--- config.mk ---
export PLATFORM = sky130hd
export DESIGN_NAME = logic_gate_unit
export DESIGN_NICKNAME = d
export VERILOG_FILES = /design/src/rtl/logic_gate_pkg.sv /design/src/rtl/logic_gate_core.sv /design/src/rtl/logic_gate_unit.sv
export SDC_FILE = /design/constraint.sdc
export NUM_CORES = 1
export LEC_CHECK = 0
export ABC_AREA = 1
export CORE_MARGIN = 2
export CORE_UTILIZATION = 60
export DETAILED_ROUTE_END_ITERATION = 8
export HOLD_SLACK_MARGIN = 0.1
export PLACE_DENSITY = 0.87
export SYNTH_ARGS = -nofsm -noshare
export SYNTH_HDL_FRONTEND = slang
export SYNTH_SLANG_ARGS = --single-unit
--- constraint.sdc ---
create_clock -name clk -period 5.5 [get_ports clk]
set_input_delay 0.825 -clock clk [delete_from_list [all_inputs] [get_ports clk]]
set_output_delay 0.825 -clock clk [all_outputs]
set_load 0.01 [all_outputs]
--- src/rtl/logic_gate_pkg.sv ---
//==============================================================================
// Module   : logic_gate_pkg
// Purpose  : Op encoding and FSM state encoding shared by the logic gate unit.
// Revision : 1.0 - initial release
//==============================================================================
`default_nettype none

package logic_gate_pkg;

    localparam logic [2:0] OP_AND  = 3'd0;
    localparam logic [2:0] OP_OR   = 3'd1;
    localparam logic [2:0] OP_NAND = 3'd2;
    localparam logic [2:0] OP_NOR  = 3'd3;
    localparam logic [2:0] OP_XOR  = 3'd4;
    localparam logic [2:0] OP_XNOR = 3'd5;
    localparam logic [2:0] OP_NOT  = 3'd6;
    localparam logic [2:0] OP_BUF  = 3'd7;

    typedef enum logic [0:0] {
        ST_IDLE  = 1'b0,
        ST_ACCUM = 1'b1
    } state_t;

endpackage

`default_nettype wire

--- src/rtl/logic_gate_core.sv ---
//==============================================================================
// Module   : logic_gate_core
// Purpose  : Combinational WIDTH-bit gate mux; unary ops act on x.
// Revision : 1.0 - initial release
//==============================================================================
`default_nettype none

module logic_gate_core
    import logic_gate_pkg::*;
#(
    parameter int WIDTH = 8
) (
    input  logic [WIDTH-1:0] x,
    input  logic [WIDTH-1:0] y,
    input  logic [2:0]       op,
    output logic [WIDTH-1:0] f
);

    always_comb begin
        f = x;
        case (op)
            OP_AND:  f = x & y;
            OP_OR:   f = x | y;
            OP_NAND: f = ~(x & y);
            OP_NOR:  f = ~(x | y);
            OP_XOR:  f = x ^ y;
            OP_XNOR: f = ~(x ^ y);
            OP_NOT:  f = ~x;
            default: f = x;
        endcase
    end

endmodule

`default_nettype wire

--- src/rtl/logic_gate_unit.sv ---
//==============================================================================
// Module   : logic_gate_unit
// Purpose  : Registered bitwise gate unit with left-fold bursts and valid/ready.
//            Optional zero/parity outputs under LOGIC_GATE_UNIT_FLAGS_EN.
// Revision : 1.0 - initial release
//==============================================================================
`default_nettype none

module logic_gate_unit
    import logic_gate_pkg::*;
#(
    parameter int WIDTH = 8,
    parameter int CNT_W = 8
) (
    input  logic             clk,
    input  logic             rst_n,
    input  logic             in_valid,
    output logic             in_ready,
    input  logic [WIDTH-1:0] A,
    input  logic [WIDTH-1:0] B,
    input  logic [2:0]       op,
    input  logic             acc,
    input  logic             last,
    output logic             out_valid,
    input  logic             out_ready,
`ifdef LOGIC_GATE_UNIT_FLAGS_EN
    output logic             zero,
    output logic             parity,
`endif
    output logic [WIDTH-1:0] Q,
    output logic [CNT_W-1:0] cnt
);

    localparam logic [CNT_W-1:0] c_CNT_MAX = {CNT_W{1'b1}};
    localparam logic [CNT_W-1:0] c_CNT_ONE = CNT_W'(1);

    state_t           r_state;
    logic [2:0]       r_op;
    logic [WIDTH-1:0] r_acc;
    logic [CNT_W-1:0] r_bcnt;
    logic [WIDTH-1:0] r_q;
    logic [CNT_W-1:0] r_cnt;
    logic             r_out_valid;

    logic             w_fire;
    logic             w_in_accum;
    logic [WIDTH-1:0] w_f;
    logic [CNT_W-1:0] w_bcnt_inc;
    logic             w_load;
    logic [WIDTH-1:0] w_q_next;
    logic [CNT_W-1:0] w_cnt_next;

    assign in_ready   = !r_out_valid | out_ready;
    assign w_fire     = in_valid & in_ready;
    assign w_in_accum = (r_state == ST_ACCUM);
    assign w_bcnt_inc = (r_bcnt == c_CNT_MAX) ? r_bcnt : r_bcnt + c_CNT_ONE;

    // All binary ops are commutative, so the newest A always sits on x; that
    // makes NOT/BUF in a fold act on the newest operand.
    logic_gate_core #(.WIDTH(WIDTH)) u_core (
        .x  (A),
        .y  (w_in_accum ? r_acc : B),
        .op (w_in_accum ? r_op  : op),
        .f  (w_f)
    );

    always_comb begin
        w_load     = 1'b0;
        w_q_next   = w_f;
        w_cnt_next = c_CNT_ONE;
        if (w_fire) begin
            if (w_in_accum) begin
                w_load     = last;
                w_cnt_next = w_bcnt_inc;
            end else if (!acc) begin
                w_load = 1'b1;
            end else if (last) begin
                w_load   = 1'b1;
                w_q_next = A;
            end
        end
    end

    always_ff @(posedge clk or negedge rst_n) begin
        if (!rst_n) begin
            r_state     <= ST_IDLE;
            r_op        <= OP_AND;
            r_acc       <= '0;
            r_bcnt      <= '0;
            r_q         <= '0;
            r_cnt       <= '0;
            r_out_valid <= 1'b0;
        end else begin
            if (r_out_valid && out_ready) begin
                r_out_valid <= 1'b0;
            end
            if (w_load) begin
                r_q         <= w_q_next;
                r_cnt       <= w_cnt_next;
                r_out_valid <= 1'b1;
            end
            if (w_fire) begin
                case (r_state)
                    ST_IDLE: begin
                        if (acc && !last) begin
                            r_acc   <= A;
                            r_bcnt  <= c_CNT_ONE;
                            r_op    <= op;
                            r_state <= ST_ACCUM;
                        end
                    end
                    ST_ACCUM: begin
                        r_acc  <= w_f;
                        r_bcnt <= w_bcnt_inc;
                        if (last) begin
                            r_state <= ST_IDLE;
                        end
                    end
                    default: r_state <= ST_IDLE;
                endcase
            end
        end
    end

    assign out_valid = r_out_valid;
    assign Q         = r_q;
    assign cnt       = r_cnt;

`ifdef LOGIC_GATE_UNIT_FLAGS_EN
    logic r_zero;
    logic r_parity;

    always_ff @(posedge clk or negedge rst_n) begin
        if (!rst_n) begin
            r_zero   <= 1'b0;
            r_parity <= 1'b0;
        end else if (w_load) begin
            r_zero   <= ~|w_q_next;
            r_parity <= ^w_q_next;
        end
    end

    assign zero   = r_zero;
    assign parity = r_parity;
`endif

endmodule

`default_nettype wire

==> out/results.tsv <==
stage	metric	value	unit
finish	diodes	0	
power	power.internal	691	uW
routing	antenna_left	0	
power	power_leakage	0.00180	uW
sta	slew_violations	0	
sta	rsz0062_at_grt	false	
worst_setup_path	crit_type	input pin to primary output	
sta	slew-limit-headroom	40.4	%
cts	cts_root_buf	clkbuf_8	
logic_synthesis	synth.top_cells.by_area	dfrtp_1 (31%), nand2_1 (15%), nand4_1 (11%), inv_1 (7.3%), ha_1 (7.1%)	
cts	cts_resized	0	
grt	track_usage	29.3	%
floorplanning	start_util	63.0	%
worst_setup_path	worst-endpoint-arrival	1.95	ns
sta	setup_tns	0	ns
logic_synthesis	syn_nets	474	
place	gp_congestion	0.879	
outcome	status	complete, no violations	
finish	final_nets	507	
floorplanning	die_y	74.9	um
logic_synthesis	synthCells	432	
logic_synthesis	synth_area_per_cell	6.98	sq um
sta	timing.final.hold_violations	0	
sta	tightest_slew	0.892	ns
logic_synthesis	yosys.area.top_type	dfrtp_1	
finish	drive_above_1_share	8.37	%
power	p_seq_share	33.3	%
cts	cts.htree.levels	2	
grt	antenna_found_initial	0	
floorplanning	design.core.area	4790	sq um
logic_synthesis	synth_cell_types	31	
place	dp_hpwl	5.46	mm
worst_setup_path	crit_fanout	3	
power	powerDensity	356	nW/um^2
logic_synthesis	yosysTopAreaCellShare	30.7	%
logic_synthesis	yosys_most_used_dff	dfrtp_1	
sta	max_clock_freq	361	MHz
power	switching_share	44.1	%
worst_setup_path	end_kind	primary output	
finish	stdcell_count	533	
routing	drt_iter0_drc	242	
logic_synthesis	synth.cell_area	3020	sq um
cts	cts.clk_slew.worst_paths	0.07	ns
cts	cts_buffers	5	
finish	nFillCells	396	
finish	seqCellArea	926	sq um
logic_synthesis	async_flop_share	100	%
routing	wire_per_inst	14.4	um
grt	grt_overflow_total	0	
sta	skew	0.0122	ns
floorplanning	rows	25	
hold_path	hold_class	flop to flop	
power	clkPwrFrac	14.8	%
grt	grt_pass1_vias	2744	
logic_synthesis	synth_edf_count	0	
cts	cts_tree	built	
cts	postCtsSetupBuffers	0	
floorplanning	die_w	74.9	um
sta	setup_viol	0	
logic_synthesis	ys_warn_count	0	
finish	multi_input_area	1720	sq um
routing	vias	3064	
place	io_buffer_count	42	
power	combPwrFrac	51.9	%
cts	cts_sinks	37	
cts	cts_hold_buf	0	
cts	clockBufferDepth	2	
power	p_sw	546	uW
logic_synthesis	synth.yosys.seq_area_share	30.7	%
flow_run	cap_violations	0	
sta	fin_crit	2.77	ns
sta	min_period_over_period	50.4	%
worst_setup_path	startpoint_type	input pin	
cts	clock_latency	0.29	ns
routing	drc	0	
routing	via_per_inst	5.75	
grt	grt_pass1_wl	12.6	mm
grt	grt_max_degree	38	
place	place_inst	525	
floorplanning	io_pins	43	
routing	finalWirelength	7.68	mm
power	ir_drop	0.000271	V
finish	syn_to_final_growth	15.3	%
routing	dr.pass1.iters	6	
logic_synthesis	ys_seq_elements	37	
floorplanning	floorplan.die_area	5610	sq um
worst_setup_path	worstPathRequired	4.68	ns
-- sequential cells by signal (all words and copies together), names as in the netlist --
| name | flops |
|---|---|
| cnt | 8 |
| r_op | 3 |
| Q | 8 |
| r_acc | 8 |
| r_bcnt | 8 |
| r_state | 1 |
| out_valid | 1 |
-- logic make-up after synthesis --
| kind of cell | share of synthesized area, % |
|---|---|
| AO/OA/AOI/OAI | 8.96 |
| adder cells (fa/ha/maj) | 7.05 |
| AND/OR/NAND/NOR | 40.4 |
| flip-flops | 30.7 |
| buffers and inverters | 12.3 |
| XOR/XNOR | 0.581 |
-- synthesized netlist by cell type (2+ instances only) --
| cell type | count |
|---|---|
| a21oi_1 | 11 |
| buf_2 | 7 |
| buf_6 | 7 |
| clkbuf_1 | 2 |
| dfrtp_1 | 37 |
| ha_1 | 17 |
| inv_1 | 59 |
| inv_2 | 2 |
| nand2_1 | 118 |
| nand2_2 | 6 |
| nand2_4 | 4 |
| nand3_1 | 22 |
| nand4_1 | 51 |
| nor2_1 | 28 |
| nor2_2 | 3 |
| nor2_8 | 2 |
| o211ai_1 | 2 |
| o21ai_0 | 33 |
| or2_2 | 8 |
| xor2_1 | 2 |
-- critical path: stages --
cell	delay (ns)
clkdlybuf4s50_1	0.45
inv_1	0.04
nand2_1	0.08
clkdlybuf4s50_1	0.55
-- through the flow --
step / cell area [sq um] / hold WS (ns) / power, uW / setup slack [ns] / utilization, %
final: 3480 / 0.477 / 1240 / 2.73 / 72.7
after global routing: 3480 / 0.500 / 1340 / 2.65 / 72.7
after CTS: 3480 / 0.485 / 1230 / 2.73 / 72.7
after detailed placement: 3390 / 0.465 / 1050 / 2.58 / 70.9
after global placement: 3390 / 0.460 / 1030 / 2.69 / 70.9
after floorplan: 3020 / 0.441 / 865 / 3.63 / -
-- worst paths after layout --
check | start | to | slack [ns] | cells past startpoint
worst min-delay path | Q[4] | Q[4] | 0.48 | 2
worst max register to register | r_state | Q[3] | 3.23 | 11
min in group asynchronous | rst_n | r_acc[3] | 0.64 | 1
worst max-delay path | out_ready | in_ready | 2.73 | 4
worst min register to register | Q[4] | Q[4] | 0.48 | 2
max in group asynchronous | rst_n | r_op[1] | 4.33 | 1
-- cell type report --
| type | instances | area share [%] |
|---|---|---|
| timing repair buffer | 43 | 12.2 |
| tap | 67 | 2.41 |
| inverter | 63 | 6.94 |
| clock buffer | 6 | 2.09 |
| multi-input combinational | 315 | 49.5 |
| sequential | 37 | 26.6 |
| clock inverter | 2 | 0.288 |
-- metal layers --
metal | part of all wire, % | up-vias | GRT usage [%]
met2 | 46 | 156 | 46.9
met3 | 7.4 | 19 | 3.61
li1 | - | 1487 | -
met1 | 44 | 1402 | 41.0
met5 | 0 | - | 0
met4 | 2.4 | 0 | 10.9
-- power groups by stage --
stage	Sequential, uW	Combinational, uW	Clock [uW]
floorplan	420	445	0
global placement	411	617	0
detailed placement	414	635	0
CTS	410	638	187
global route	420	721	197
finish	412	643	183
-- cell usage in the layout (no fill, tap or decap), types with 11 or more instances in the layout --
cell type        synthesis  final
nand3_1                 22     22
inv_1                   59     59
nor2_1                  28     28
ha_1                    17     17
dfrtp_1                 37     37
o21ai_0                 33     33
nand2_1                118    118
clkdlybuf4s50_1          0     41
nand4_1                 51     51
a21oi_1                 11     11
No activity file was read; power rests on OpenSTA's default activity.
